$ cat src/rtl/alu_op_sequencer_if.sv
// Instruction handshake and register-file port bundle for alu_op_sequencer.
// master = sequencer side, slave = instruction source / register file side.
interface alu_op_sequencer_if #(
  parameter int unsigned DATA_W = 8,
  parameter int unsigned ADDR_W = 5
);
  logic              instr_valid;
  logic              instr_ready;
  logic [1:0]        instr_op;
  logic [ADDR_W-1:0] instr_ra;
  logic [ADDR_W-1:0] instr_rb;
  logic [ADDR_W-1:0] instr_rd;
  logic [ADDR_W-1:0] rf_addr;
  logic              rf_re;
  logic [DATA_W-1:0] rf_rdata;
  logic              rf_we;
  logic [DATA_W-1:0] rf_wdata;
  logic [3:0]        flags;
  logic              busy;
  logic              done;

  modport master (
    input  instr_valid, instr_op, instr_ra, instr_rb, instr_rd, rf_rdata,
    output instr_ready, rf_addr, rf_re, rf_we, rf_wdata, flags, busy, done
  );

  modport slave (
    output instr_valid, instr_op, instr_ra, instr_rb, instr_rd, rf_rdata,
    input  instr_ready, rf_addr, rf_re, rf_we, rf_wdata, flags, busy, done
  );
endinterface

$ cat src/rtl/alu_op_sequencer.sv
// Multi-cycle controller: reads A, reads B, computes ADD/SUB/CMP/INC and writes back
// one register-to-register instruction every five cycles, maintaining a 4-bit flag register.
module alu_op_sequencer #(
  parameter int unsigned DATA_W = 8,
  parameter int unsigned ADDR_W = 5
) (
  input logic                clk,
  input logic                rst,
  alu_op_sequencer_if.master bus
);
  localparam int unsigned MSB = DATA_W - 1;
  localparam logic [1:0] OP_ADD = 2'b00;
  localparam logic [1:0] OP_SUB = 2'b01;
  localparam logic [1:0] OP_CMP = 2'b10;
  localparam logic [1:0] OP_INC = 2'b11;
  localparam logic [DATA_W-1:0] MAX_POS = {1'b0, {(DATA_W-1){1'b1}}};

  typedef enum logic [2:0] {S_IDLE, S_RD_A, S_RD_B, S_EXEC, S_WB} state_t;

  state_t            r_state, w_state_nxt;
  logic [1:0]        r_op;
  logic [ADDR_W-1:0] r_rb, r_rd;
  logic [DATA_W-1:0] r_a;
  logic [3:0]        r_flags, r_flags_pend;
  logic [ADDR_W-1:0] r_rf_addr;
  logic              r_rf_re, r_rf_we;
  logic [DATA_W-1:0] r_rf_wdata;
  logic              r_busy, r_done, r_ready;

  logic [ADDR_W-1:0] w_rf_addr_nxt;
  logic              w_rf_re_nxt, w_rf_we_nxt;
  logic [DATA_W-1:0] w_rf_wdata_nxt;
  logic              w_busy_nxt, w_done_nxt, w_ready_nxt, w_accept;
  logic [3:0]        w_flags_nxt, w_flags_calc;
  logic [DATA_W:0]   w_sum, w_diff, w_inc;
  logic [DATA_W-1:0] w_b, w_result;

  assign bus.instr_ready = r_ready;
  assign bus.rf_addr     = r_rf_addr;
  assign bus.rf_re       = r_rf_re;
  assign bus.rf_we       = r_rf_we;
  assign bus.rf_wdata    = r_rf_wdata;
  assign bus.flags       = r_flags;
  assign bus.busy        = r_busy;
  assign bus.done        = r_done;

  // Operand B is consumed straight off the read port during EXEC
  assign w_b    = bus.rf_rdata;
  assign w_sum  = {1'b0, r_a} + {1'b0, w_b};
  assign w_diff = {1'b0, r_a} - {1'b0, w_b};
  assign w_inc  = {1'b0, r_a} + {{DATA_W{1'b0}}, 1'b1};

  // ALU result and candidate flags; CMP only touches the compare bit
  always_comb begin
    w_result     = '0;
    w_flags_calc = r_flags;
    case (r_op)
      OP_ADD: begin
        w_result        = w_sum[DATA_W-1:0];
        w_flags_calc[1] = w_sum[DATA_W];
        w_flags_calc[0] = (r_a[MSB] == w_b[MSB]) && (w_result[MSB] != r_a[MSB]);
        w_flags_calc[2] = (w_result == '0);
      end
      OP_SUB: begin
        w_result        = w_diff[DATA_W-1:0];
        w_flags_calc[1] = w_diff[DATA_W];
        w_flags_calc[0] = (r_a[MSB] != w_b[MSB]) && (w_result[MSB] != r_a[MSB]);
        w_flags_calc[2] = (w_result == '0);
      end
      OP_INC: begin
        w_result        = w_inc[DATA_W-1:0];
        w_flags_calc[1] = w_inc[DATA_W];
        w_flags_calc[0] = (r_a == MAX_POS);
        w_flags_calc[2] = (w_result == '0);
      end
      default: w_flags_calc[3] = (r_a > w_b);
    endcase
  end

  // Next state plus the values the registered outputs take in that state
  always_comb begin
    w_state_nxt    = r_state;
    w_rf_addr_nxt  = '0;
    w_rf_re_nxt    = 1'b0;
    w_rf_we_nxt    = 1'b0;
    w_rf_wdata_nxt = '0;
    w_busy_nxt     = 1'b1;
    w_done_nxt     = 1'b0;
    w_ready_nxt    = 1'b0;
    w_flags_nxt    = r_flags;
    w_accept       = 1'b0;
    case (r_state)
      S_IDLE: begin
        if (bus.instr_valid) begin
          w_accept      = 1'b1;
          w_state_nxt   = S_RD_A;
          w_rf_re_nxt   = 1'b1;
          w_rf_addr_nxt = bus.instr_ra;
        end else begin
          w_busy_nxt  = 1'b0;
          w_ready_nxt = 1'b1;
        end
      end
      S_RD_A: begin
        w_state_nxt   = S_RD_B;
        w_rf_re_nxt   = 1'b1;
        w_rf_addr_nxt = r_rb;
      end
      S_RD_B: w_state_nxt = S_EXEC;
      S_EXEC: begin
        w_state_nxt = S_WB;
        w_done_nxt  = 1'b1;
        if (r_op != OP_CMP) begin
          w_rf_we_nxt    = 1'b1;
          w_rf_addr_nxt  = r_rd;
          w_rf_wdata_nxt = w_result;
        end
      end
      S_WB: begin
        w_state_nxt = S_IDLE;
        w_busy_nxt  = 1'b0;
        w_ready_nxt = 1'b1;
        w_flags_nxt = r_flags_pend;
      end
      default: begin
        w_state_nxt = S_IDLE;
        w_busy_nxt  = 1'b0;
        w_ready_nxt = 1'b1;
      end
    endcase
  end

  always_ff @(posedge clk or posedge rst) begin
    if (rst) begin
      r_state      <= S_IDLE;
      r_op         <= '0;
      r_rb         <= '0;
      r_rd         <= '0;
      r_a          <= '0;
      r_flags      <= '0;
      r_flags_pend <= '0;
      r_rf_addr    <= '0;
      r_rf_re      <= 1'b0;
      r_rf_we      <= 1'b0;
      r_rf_wdata   <= '0;
      r_busy       <= 1'b0;
      r_done       <= 1'b0;
      r_ready      <= 1'b1;
    end else begin
      r_state    <= w_state_nxt;
      r_rf_addr  <= w_rf_addr_nxt;
      r_rf_re    <= w_rf_re_nxt;
      r_rf_we    <= w_rf_we_nxt;
      r_rf_wdata <= w_rf_wdata_nxt;
      r_busy     <= w_busy_nxt;
      r_done     <= w_done_nxt;
      r_ready    <= w_ready_nxt;
      r_flags    <= w_flags_nxt;
      if (w_accept) begin
        r_op <= bus.instr_op;
        r_rb <= bus.instr_rb;
        r_rd <= bus.instr_rd;
      end
      if (r_state == S_RD_B) r_a <= bus.rf_rdata;
      if (r_state == S_EXEC) r_flags_pend <= w_flags_calc;
    end
  end
endmodule

$ cat src/flat_wrapper.sv
// flat-port wrapper written by rule: the top's interface ports become plain ports
module alu_op_sequencer_flat 
#(
  parameter int unsigned DATA_W = 8,
  parameter int unsigned ADDR_W = 5
)
  (clk, rst, bus_instr_valid, bus_instr_op, bus_instr_ra, bus_instr_rb, bus_instr_rd, bus_rf_rdata, bus_instr_ready, bus_rf_addr, bus_rf_re, bus_rf_we, bus_rf_wdata, bus_flags, bus_busy, bus_done);
  alu_op_sequencer_if #(.DATA_W(DATA_W), .ADDR_W(ADDR_W)) bus_i ();
  input logic clk;
  input logic rst;
  input wire logic [$bits(bus_i.instr_valid)-1:0] bus_instr_valid;
  input wire logic [$bits(bus_i.instr_op)-1:0] bus_instr_op;
  input wire logic [$bits(bus_i.instr_ra)-1:0] bus_instr_ra;
  input wire logic [$bits(bus_i.instr_rb)-1:0] bus_instr_rb;
  input wire logic [$bits(bus_i.instr_rd)-1:0] bus_instr_rd;
  input wire logic [$bits(bus_i.rf_rdata)-1:0] bus_rf_rdata;
  output wire logic [$bits(bus_i.instr_ready)-1:0] bus_instr_ready;
  output wire logic [$bits(bus_i.rf_addr)-1:0] bus_rf_addr;
  output wire logic [$bits(bus_i.rf_re)-1:0] bus_rf_re;
  output wire logic [$bits(bus_i.rf_we)-1:0] bus_rf_we;
  output wire logic [$bits(bus_i.rf_wdata)-1:0] bus_rf_wdata;
  output wire logic [$bits(bus_i.flags)-1:0] bus_flags;
  output wire logic [$bits(bus_i.busy)-1:0] bus_busy;
  output wire logic [$bits(bus_i.done)-1:0] bus_done;
  assign bus_i.instr_valid = bus_instr_valid;
  assign bus_i.instr_op = bus_instr_op;
  assign bus_i.instr_ra = bus_instr_ra;
  assign bus_i.instr_rb = bus_instr_rb;
  assign bus_i.instr_rd = bus_instr_rd;
  assign bus_i.rf_rdata = bus_rf_rdata;
  assign bus_instr_ready = bus_i.instr_ready;
  assign bus_rf_addr = bus_i.rf_addr;
  assign bus_rf_re = bus_i.rf_re;
  assign bus_rf_we = bus_i.rf_we;
  assign bus_rf_wdata = bus_i.rf_wdata;
  assign bus_flags = bus_i.flags;
  assign bus_busy = bus_i.busy;
  assign bus_done = bus_i.done;
  alu_op_sequencer #(.DATA_W(DATA_W), .ADDR_W(ADDR_W)) u_core (.clk(clk), .rst(rst), .bus(bus_i));
endmodule
$ cat config.mk
export PLATFORM = sky130hd
export DESIGN_NAME = alu_op_sequencer_flat
export DESIGN_NICKNAME = d
export VERILOG_FILES = /design/src/rtl/alu_op_sequencer_if.sv /design/src/rtl/alu_op_sequencer.sv /design/src/flat_wrapper.sv
export SDC_FILE = /design/constraint.sdc
export NUM_CORES = 1
export LEC_CHECK = 0
export ABC_AREA = 0
export BUFFER_PORTS_ARGS = -buffer_cell sky130_fd_sc_hd__buf_2
export CAP_MARGIN = 20
export CORE_ASPECT_RATIO = 1.4
export CORE_MARGIN = 2
export CORE_UTILIZATION = 35
export CTS_BUF_LIST = sky130_fd_sc_hd__clkbuf_16
export DETAILED_ROUTE_END_ITERATION = 16
export HOLD_SLACK_MARGIN = 0.02
export PLACE_DENSITY = 0.62
export SETUP_SLACK_MARGIN = 0.05
export SLEW_MARGIN = 40
export SYNTH_ARGS = -nofsm -noshare
export SYNTH_HDL_FRONTEND = slang
export SYNTH_SLANG_ARGS = --single-unit
export TNS_END_PERCENT = 20
$ cat constraint.sdc
create_clock -name clk -period 2.8 [get_ports clk]
set_input_delay 0.28 -clock clk [delete_from_list [all_inputs] [get_ports clk]]
set_output_delay 0.28 -clock clk [all_outputs]
set_load 0.03 [all_outputs]
# Word level (Yosys, flattened, before mapping)

Index checks and enable logic that the tools add are counted.

Bits in registers: 49
Input bits: 28
Output and inout bits: 22
Word-level logic and storage cells: 59

$add $sub $neg: 3
Order comparisons: 1
Equality and inequality tests: 13
Mux-type cells: 19
Reduce and logical (&&, ||, !) cells: 9

Operators by type and width:

| cell                | count |
|---|---|
| $logic_not 8->1     | 3 |
| $pmux 8 s3          | 1 |
| $mux 8              | 2 |
| $pmux 5 s3          | 1 |
| $pmux 3 s4          | 1 |
| $mux 5              | 2 |
| $add 8x1->9 const B | 1 |
| $add 8x8->9         | 1 |
| $pmux 3 s3          | 1 |
| $sub 8x8->9         | 1 |
| $eq 8x7->1 const B  | 1 |
| $gt 8x8->1          | 1 |
| $mux 1              | 7 |
| $eq 3x2->1 const B  | 2 |
| $pmux 1 s2          | 3 |
| $reduce_or 3->1     | 2 |
| $ne 2x2->1 const B  | 2 |
| $eq 3x1->1 const B  | 1 |
| $eq 3x3->1 const B  | 1 |
| $logic_not 3->1     | 1 |
| $mux 3              | 1 |
| $ne 1x1->1          | 3 |
| $eq 2x1->1 const B  | 1 |
| $eq 2x2->1 const B  | 1 |
| 3 further kinds     | 4 |

# Depth between registers and ports, before layout

Gate-level depths: netlist of run 1.

Word-level depth: 4
Depth in mapped cells: 10
Mapped depth without buffers: 10

# Worst setup path before layout of run 1

No wires, ideal clock.

Kind: register to register
Start point: reg u_core.r_a[1]
End point: reg u_core.r_flags_pend[2]
Library setup time: 0.082 ns
Arrival time: 2.461 ns
Required time: 2.718 ns
Slack: 0.257 ns
Cell stages (with the launch flop): 8
Path buffers: 0
Period minus slack after synthesis: 2.543 ns
Cells stage by stage: dfrtp_1 -> ha_1 -> nand2b_1 -> a2111oi_0 -> a211o_1 -> mux2_4 -> or4_1 -> a31oi_1

Word-level cells in the longest chain between the ends: 3
Elaborated cells between the ends (all ways): 7
Classes of those cells: add/sub: 3; mux: 1; reduce/logical: 3

RTL lines:

| element                             | line                                                                   | RTL |
|---|---|---|
| start: declaration                  | alu_op_sequencer.sv:23                                                 | `logic [DATA_W-1:0] r_a;` |
| start signal: assignment            | alu_op_sequencer.sv:164                                                | `if (r_state == S_RD_B) r_a <= bus.rf_rdata;` |
| $add 8x1->9 (tied with other cells) | alu_op_sequencer.sv:51                                                 | `assign w_inc = {1'b0, r_a} + {{DATA_W{1'b0}}, 1'b1};` |
| $logic_not 8->1 (on tied branches)  | alu_op_sequencer.sv:74, alu_op_sequencer.sv:68, alu_op_sequencer.sv:62 |  |
| $pmux 3 s3 (*)                      | alu_op_sequencer.sv:57                                                 | `case (r_op)` |
| end signal: assignment              | alu_op_sequencer.sv:165                                                | `if (r_state == S_EXEC) r_flags_pend <= w_flags_calc;` |
| end: declaration                    | alu_op_sequencer.sv:24                                                 | `logic [3:0] r_flags, r_flags_pend;` |

Mark *: on every way between the ends. The rest lies on a longest branch, timed or not.
A chain may end at the register's enable or synchronous reset.

# Worst setup path in the final report of run 1

Start point: reg u_core.r_a[0]
End point: reg u_core.r_flags_pend[2]

Same word-level chain as after synthesis.

==> flow_metrics.env, run 1 <==
export IMPL_net_switching_power_w=0.00211
export IMPL_yosys_top_cells_area="dfrtp_1, mux2_2, ha_1"
export IMPL_fillers=829
export IMPL_drc=0
export IMPL_maxSlewViolCount=0
export IMPL_vias=2577
export IMPL_p_int_w=0.00276
export IMPL_drv_cap=0
export IMPL_hp_class="input pin to register"
export IMPL_fin_crit_ns=2.65
export IMPL_multi_input_area_um2=1770
export IMPL_fin_worst_skew_ns=0.00930
export IMPL_whs_ns=0.208
export IMPL_insertion_delay_ns=0.29
export IMPL_nNetsFinal=420
export IMPL_end_kind="register"
export IMPL_final_antenna_net_count=0
export IMPL_p_leak_nw=1.76
export IMPL_crit_path_start_kind="register"
export IMPL_p_clk_frac=0.162
export IMPL_wl_met3_um=355
export IMPL_drt_wl_total_um=7460
export IMPL_wl_met2_um=3920
export IMPL_port_buffers=49
export IMPL_cts_clk_slew_worst_paths_ns=0.07
export IMPL_gp_congestion=0.842
export IMPL_fin_tns_setup_ns=0
export IMPL_grt_pass1_wl_um=12500
export IMPL_async_flop_share=1.00
export IMPL_worstSetupPathType="register to register"
export IMPL_fin_crit_sh=0.948
export IMPL_cts_buffers=5
export IMPL_tritoncts="built"
export IMPL_synth_area_per_cell_um2=9.97
export IMPL_area_delta_synth_final_pct=20.5
export IMPL_final_cells=477
export IMPL_clock_sinks=49
export IMPL_cp_max_fo=4
export IMPL_hold_viol_final=0
export IMPL_yosys_area_top_type_share=0.384
export IMPL_place_hpwl_um=5660
export IMPL_status="finished, final reports clean"
export IMPL_yosys_area_top_type="dfrtp_1"
export IMPL_synthCells=314
export IMPL_met1Wirelength_um=3050
export IMPL_yosysUniqueCellTypes=62
export IMPL_grt_pass1_vias=2604
export IMPL_dr_max_layer_used="met4"
export IMPL_ir_worst_vdd_uv=612
export IMPL_worst_pin_slew_ns=0.604
export IMPL_rsz0062_at_grt="false"
export IMPL_first_pass_iters=4
export IMPL_ff_latch_area_um2=1230
export IMPL_antenna_cells=0
export IMPL_ys_seq_area_frac=0.392
export IMPL_clockBufferDepth=2
export IMPL_ioPinCount=50
export IMPL_post_drt_wl_per_cell_um=15.6
export IMPL_die_area_um2=9730
export IMPL_dr_first_iter_drc_count=203
export IMPL_p_seq_frac=0.260
export IMPL_dp_cells=467
export IMPL_track_usage=0.158
export IMPL_ys_warn_count=0
export IMPL_via_per_inst=5.40
export IMPL_die_h_um=116
export IMPL_p_comb_frac=0.578
export IMPL_std_cell_rows=40
export IMPL_drive_gt1_frac=0.301
export IMPL_crit_arrival_ns=2.87
export IMPL_htreeDepth=2
export IMPL_swShare=0.433
export IMPL_syn_nets=363
export IMPL_fmax_ghz=0.377
export IMPL_worstPathRequired_ns=3.01
export IMPL_antenna_found_initial=0
export IMPL_cts_root_buf="clkbuf_16"
export IMPL_slew_headroom=0.597
export IMPL_die_w_um=83.9
export IMPL_globalRouteOverflowTotal=0
export IMPL_core_area_um2=8660
export IMPL_powerDensity_nw_per_um2=1290
export IMPL_setup_viol=0
export IMPL_grt_max_degree=33
export IMPL_synth_ff_type="dfrtp_1"
export IMPL_syn_area_um2=3130
export IMPL_synth_edff_count=0
export IMPL_start_util=0.362
export IMPL_ys_ff_latch=49
[critical path, stage by stage, from the launching register on]
cell and delay, ns:
dfrtp_2 0.43, ha_1 0.23, fa_2 0.37, xor2_1 0.18, and4b_1 0.26, o31ai_1 0.08
or3_1 0.36, or4_1 0.52, a31oi_1 0.14
[final cells by class]
class	instances	share of cell area
Multi-Input combinational cell	226	0.468
Sequential cell	49	0.326
Inverter	25	0.0249
Tap cell	105	0.0348
Clock buffer	5	0.0332
Timing Repair Buffer	64	0.0955
Clock inverter	3	0.0182
[stage by stage]
step           total power (W)   util  worst slack, ns  instance area (um2)
2_1_floorplan          0.00332      -            0.257                 3130
3_3_place_gp           0.00399  0.410           0.0633                 3550
3_5_place_dp           0.00406  0.410           0.0436                 3550
4_1_cts                0.00486  0.434           0.0587                 3760
5_1_grt                0.00524  0.436           0.0549                 3770
6_report               0.00487  0.436            0.147                 3770
[Yosys cell counts, types with 2 or more instances]
library cell  number
mux2_2            25
nand2b_1           5
nor3b_1            4
nand3_1            2
o32ai_1            2
or3_1              4
a21oi_1            9
o211ai_1           2
ha_1              19
nor4_1             2
o311a_1            2
a211oi_1           5
inv_2              2
nor2_1            24
buf_1              2
fa_1               2
a221oi_1           2
a31oi_1            6
mux2i_1            3
or2_2              3
o21a_1             5
nand4_1            6
inv_1             23
o21ai_0           12
xor2_1             5
clkbuf_1           7
and2_1             3
a21o_1             2
dfrtp_1           48
buf_2              3
nand3b_1           2
nor3_1             8
o31ai_1            3
xnor2_1           11
nor2b_1            4
a222oi_1           5
a211o_1            2
nand2_1           16
[state kept, by name, indices dropped and copies added (netlist names)]
register,flops
u_core.bus.rf_wdata,8
u_core.r_rb,5
u_core.r_a,8
u_core.r_op,2
u_core.bus.busy,1
u_core.bus.rf_we,1
u_core.bus.instr_ready,1
u_core.bus.flags,4
u_core.r_flags_pend,4
u_core.bus.rf_addr,5
u_core.r_rd,5
u_core.bus.done,1
u_core.r_state,3
u_core.bus.rf_re,1
[cell usage in the layout, fill, tap and decap left out, types with 3 or more instances in the layout]
cell type	n
buf_2	49
dfrtp_1	47
mux2_2	25
nor2_1	24
inv_1	22
ha_1	19
nand2_1	16
buf_4	14
o21ai_0	12
xnor2_1	11
a21oi_1	9
nor3_1	8
nand4_1	6
a31oi_1	6
o21a_1	5
xor2_1	5
nand2b_1	5
a211oi_1	5
a222oi_1	5
clkbuf_16	5
nor2b_1	4
or3_1	4
inv_2	3
o31ai_1	3
or2_2	3
and2_1	3
nor3b_1	3
mux2i_1	3
[timing repair]
action | CTS | global route
gates resized for setup | 0 | 4
setup endpoints to repair | 0 | 1
hold buffers | 1 | 0
buffers inserted | 0 | 1
endpoints found under the hold margin | 17 | 0
[cells by family (layout without fill, tap and decap cells)]
group / after synthesis / in the layout / synth area share
compound gates: 67 / 67 / 0.154
xor+xnor: 16 / 16 / 0.0447
fa+ha+maj: 21 / 21 / 0.0887
buf+inv: 39 / 97 / 0.0515
flops: 49 / 49 / 0.392
mux: 30 / 30 / 0.108
simple gates: 92 / 92 / 0.161
[layer usage]
| metal | GRT usage | up-vias |
|---|---|---|
| li1 | - | 1245 |
| met1 | 0.182 | 1244 |
| met2 | 0.299 | 79 |
| met3 | 0.0278 | 9 |
| met4 | 0.0495 | 0 |
| met5 | 0 | - |
[worst paths after layout]
| kind | cells after the start | slack, ns | start | end |
|---|---|---|---|---|
| max | 8 | 0.15 | u_core.r_a[0]$_DFFE_PP0P_ | u_core.r_flags_pend[2]$_DFFE_PP0P_ |
| min | 3 | 0.21 | bus_instr_ra[4] | u_core.bus.rf_addr[4]$_DFF_PP0_ |
| max reg2reg | 8 | 0.15 | u_core.r_a[0]$_DFFE_PP0P_ | u_core.r_flags_pend[2]$_DFFE_PP0P_ |
| min reg2reg | 2 | 0.49 | u_core.r_rb[0]$_DFFE_PP0P_ | u_core.bus.rf_addr[0]$_DFF_PP0_ |
| max in group asynchronous | 4 | 1.48 | rst | u_core.bus.instr_ready$_DFF_PP1_ |
| min in group asynchronous | 3 | 0.52 | rst | u_core.bus.rf_wdata[0]$_DFF_PP0_ |
[power by group through the flow]
stage / logic (W) / registers (W) / clock network [W]
after floorplan: 0.00184 / 0.00148 / 0
after global placement: 0.00273 / 0.00126 / 0
after detailed placement: 0.00277 / 0.00128 / 0
after CTS: 0.00279 / 0.00127 / 0.000805
after global routing: 0.00310 / 0.00131 / 0.000831
final: 0.00281 / 0.00127 / 0.000787
Power figures use the tool's default switching activity.
==> run 2, diff against run 1 <==
- CELL_PAD_IN_SITES_DETAIL_PLACEMENT: unset -> 1
- CELL_PAD_IN_SITES_GLOBAL_PLACEMENT: unset -> 2
- PLACE_DENSITY: 0.62 -> 0.86
==> run 2 against run 1 <==
  * Global-route usage up 2.6 points
  * Largest cell class unchanged
  * Power shrank 1.5%
  * Critical endpoint unchanged
  * Wire length grew 15%
  * Largest power group unchanged
  * Combinational power up 4%
  * Critical path type unchanged
==> flow_metrics.env, run 2 (synthesis results as in run 1) <==
export IMPL_critPathSlowestCell="or4_1"
export IMPL_reg2reg_from="u_core.r_a[0]$_DFFE_PP0P_"
export IMPL_cts_setup_buffers=0
export IMPL_grt_pass1_wl_um=14100
export IMPL_area_delta_synth_final_pct=19.5
export IMPL_globalRouteOverflowTotal=0
export IMPL_dr_first_iter_drc_count=114
export IMPL_antenna_cells=0
export IMPL_die_h_um=116
export IMPL_powerDensity_nw_per_um2=1280
export IMPL_grt_max_degree=27
export IMPL_place_hpwl_um=6580
export IMPL_ioPinCount=50
export IMPL_drive_gt1_frac=0.304
export IMPL_fin_util=0.432
export IMPL_track_usage=0.185
export IMPL_clockBufferDepth=2
export IMPL_vias=2617
export IMPL_worstPathRequired_ns=3.01
export IMPL_maxSlewViolCount=0
export IMPL_hold_buffers=0
export IMPL_die_area_um2=9730
export IMPL_crit_arrival_ns=2.93
export IMPL_post_drt_wl_per_cell_um=17.8
export IMPL_worstSetupPathType="register to register"
export IMPL_fin_worst_skew_ns=0.00380
export IMPL_nNetsFinal=423
export IMPL_core_area_um2=8660
export IMPL_drv_cap=0
export IMPL_via_per_inst=5.45
export IMPL_clock_sinks=49
export IMPL_final_antenna_net_count=0
export IMPL_cp_max_fo=6
export IMPL_whs_ns=0.0373
export IMPL_die_w_um=83.9
export IMPL_setup_viol=0
export IMPL_crit_chain="ha_1 -> fa_1 -> xor2_1 -> and4b_1 -> o31ai_1 -> or3_1 -> or4_1 -> a31oi_1"
export IMPL_start_util=0.362
export IMPL_fin_tns_setup_ns=0
export IMPL_insertion_delay_ns=0.29
export IMPL_drc=0
export IMPL_slew_headroom=0.558
export IMPL_hold_viol_final=0
export IMPL_std_cell_rows=40
export IMPL_dp_cells=472
export IMPL_end_kind="register"
export IMPL_grt_pass1_vias=2848
export IMPL_mostFrequentLayoutCell="buf_2"
export IMPL_rsz0062_at_grt="true"
export IMPL_final_cells=480
export IMPL_cts_root_buf="clkbuf_16"
export IMPL_final_cell_mix="buf_2, dfrtp_1, mux2_2, nor2_1, inv_1"
export IMPL_max_stage_delay_ns=0.54
export IMPL_drt_wl_total_um=8540
export IMPL_ir_worst_vdd_uv=619
export IMPL_hp_class="input pin to async pin"
export IMPL_htreeDepth=2
export IMPL_fin_crit_sh=0.971
export IMPL_first_pass_iters=4
export IMPL_antenna_found_initial=0
export IMPL_port_buffers=49
export IMPL_status="finished, final reports clean"
export IMPL_tritoncts="built"
export IMPL_gp_congestion=0.855
export IMPL_crit_path_start_kind="register"
export IMPL_fin_crit_ns=2.72
export IMPL_worst_pin_slew_ns=0.662
export IMPL_fmax_ghz=0.368
export IMPL_cts_clk_slew_worst_paths_ns=0.07
export IMPL_cp_startpoint="u_core.r_a[0]$_DFFE_PP0P_"
export IMPL_cts_buffers=5
export IMPL_p_leak_nw=1.75
## run 2: changes by cell type in the layout (fill, tap and decap cells not counted), sizes merged
cell,previous run,this run
bufinv,2,0
clkinvlp,0,2
dlygate4sd3,1,0
buf,63,67
## run 2: through the flow
stage | power, W | area (um2) | setup WS (ns)
after floorplan | 0.00332 | 3130 | 0.257
after global placement | 0.00409 | 3580 | 0.134
after detailed placement | 0.00418 | 3580 | 0.0789
after CTS | 0.00482 | 3730 | 0.0635
after global routing | 0.00517 | 3740 | 0.00560
final | 0.00479 | 3740 | 0.0824
## run 2: repair_timing
item                                    in CTS  in global routing
resized for setup                            1                  2
hold endpoints to repair                     0                  0
endpoints found under the setup margin       1                  3
pin swaps                                    0                  0
## run 2: path summary, 6_finish.rpt
| kind | to | slack, ns | cells past startpoint |
|---|---|---|---|
| max in group asynchronous | u_core.r_state[2]$_DFFE_PP0P_ | 2.01 | 3 |
| worst max-delay path | u_core.r_flags_pend[2]$_DFFE_PP0P_ | 0.08 | 8 |
| worst min-delay path | u_core.r_flags_pend[3]$_DFFE_PP0P_ | 0.04 | 2 |
| worst max register to register | u_core.r_flags_pend[2]$_DFFE_PP0P_ | 0.08 | 8 |
| min in group clk | u_core.bus.rf_addr[4]$_DFF_PP0_ | 0.21 | 3 |
| worst min register to register | u_core.r_rb[1]$_DFFE_PP0P_ | 0.50 | 1 |
## run 2: report_power, final
part / switching (W) / leakage [nW] / internal, W
registers: 0.000231 / 0.603 / 0.00103
clock network: 0.000272 / 0.0672 / 0.000328
logic: 0.00168 / 1.08 / 0.00125
total: 0.00218 / 1.75 / 0.00261
## run 2: area by class of cell
cell class,count,area (um2)
clock buffers,5,125
repair buffers,67,380
well taps,105,131
fillers,1018,4920
flip-flops and latches,49,1230
multi-input cells,226,1760
clock inverters,3,18.8
inverters,25,93.8
## run 2: routing by layer
layer | global-route usage | vias to the layer above | wire [um]
met5 | 0 | - | 0
met4 | 0.0806 | 0 | 231
met3 | 0.0264 | 12 | 213
met2 | 0.357 | 46 | 4720
met1 | 0.199 | 1304 | 3380
li1 | - | 1255 | -
## run 2: worst max-delay path: cells and delay by family, from the launching register on
kind	cells	cell delay, ns
AO/OA/AOI/OAI	2	0.24
XOR/XNOR	1	0.17
adder cells (fa/ha/maj)	2	0.66
flip-flops	1	0.45
AND/OR/NAND/NOR	3	1.12
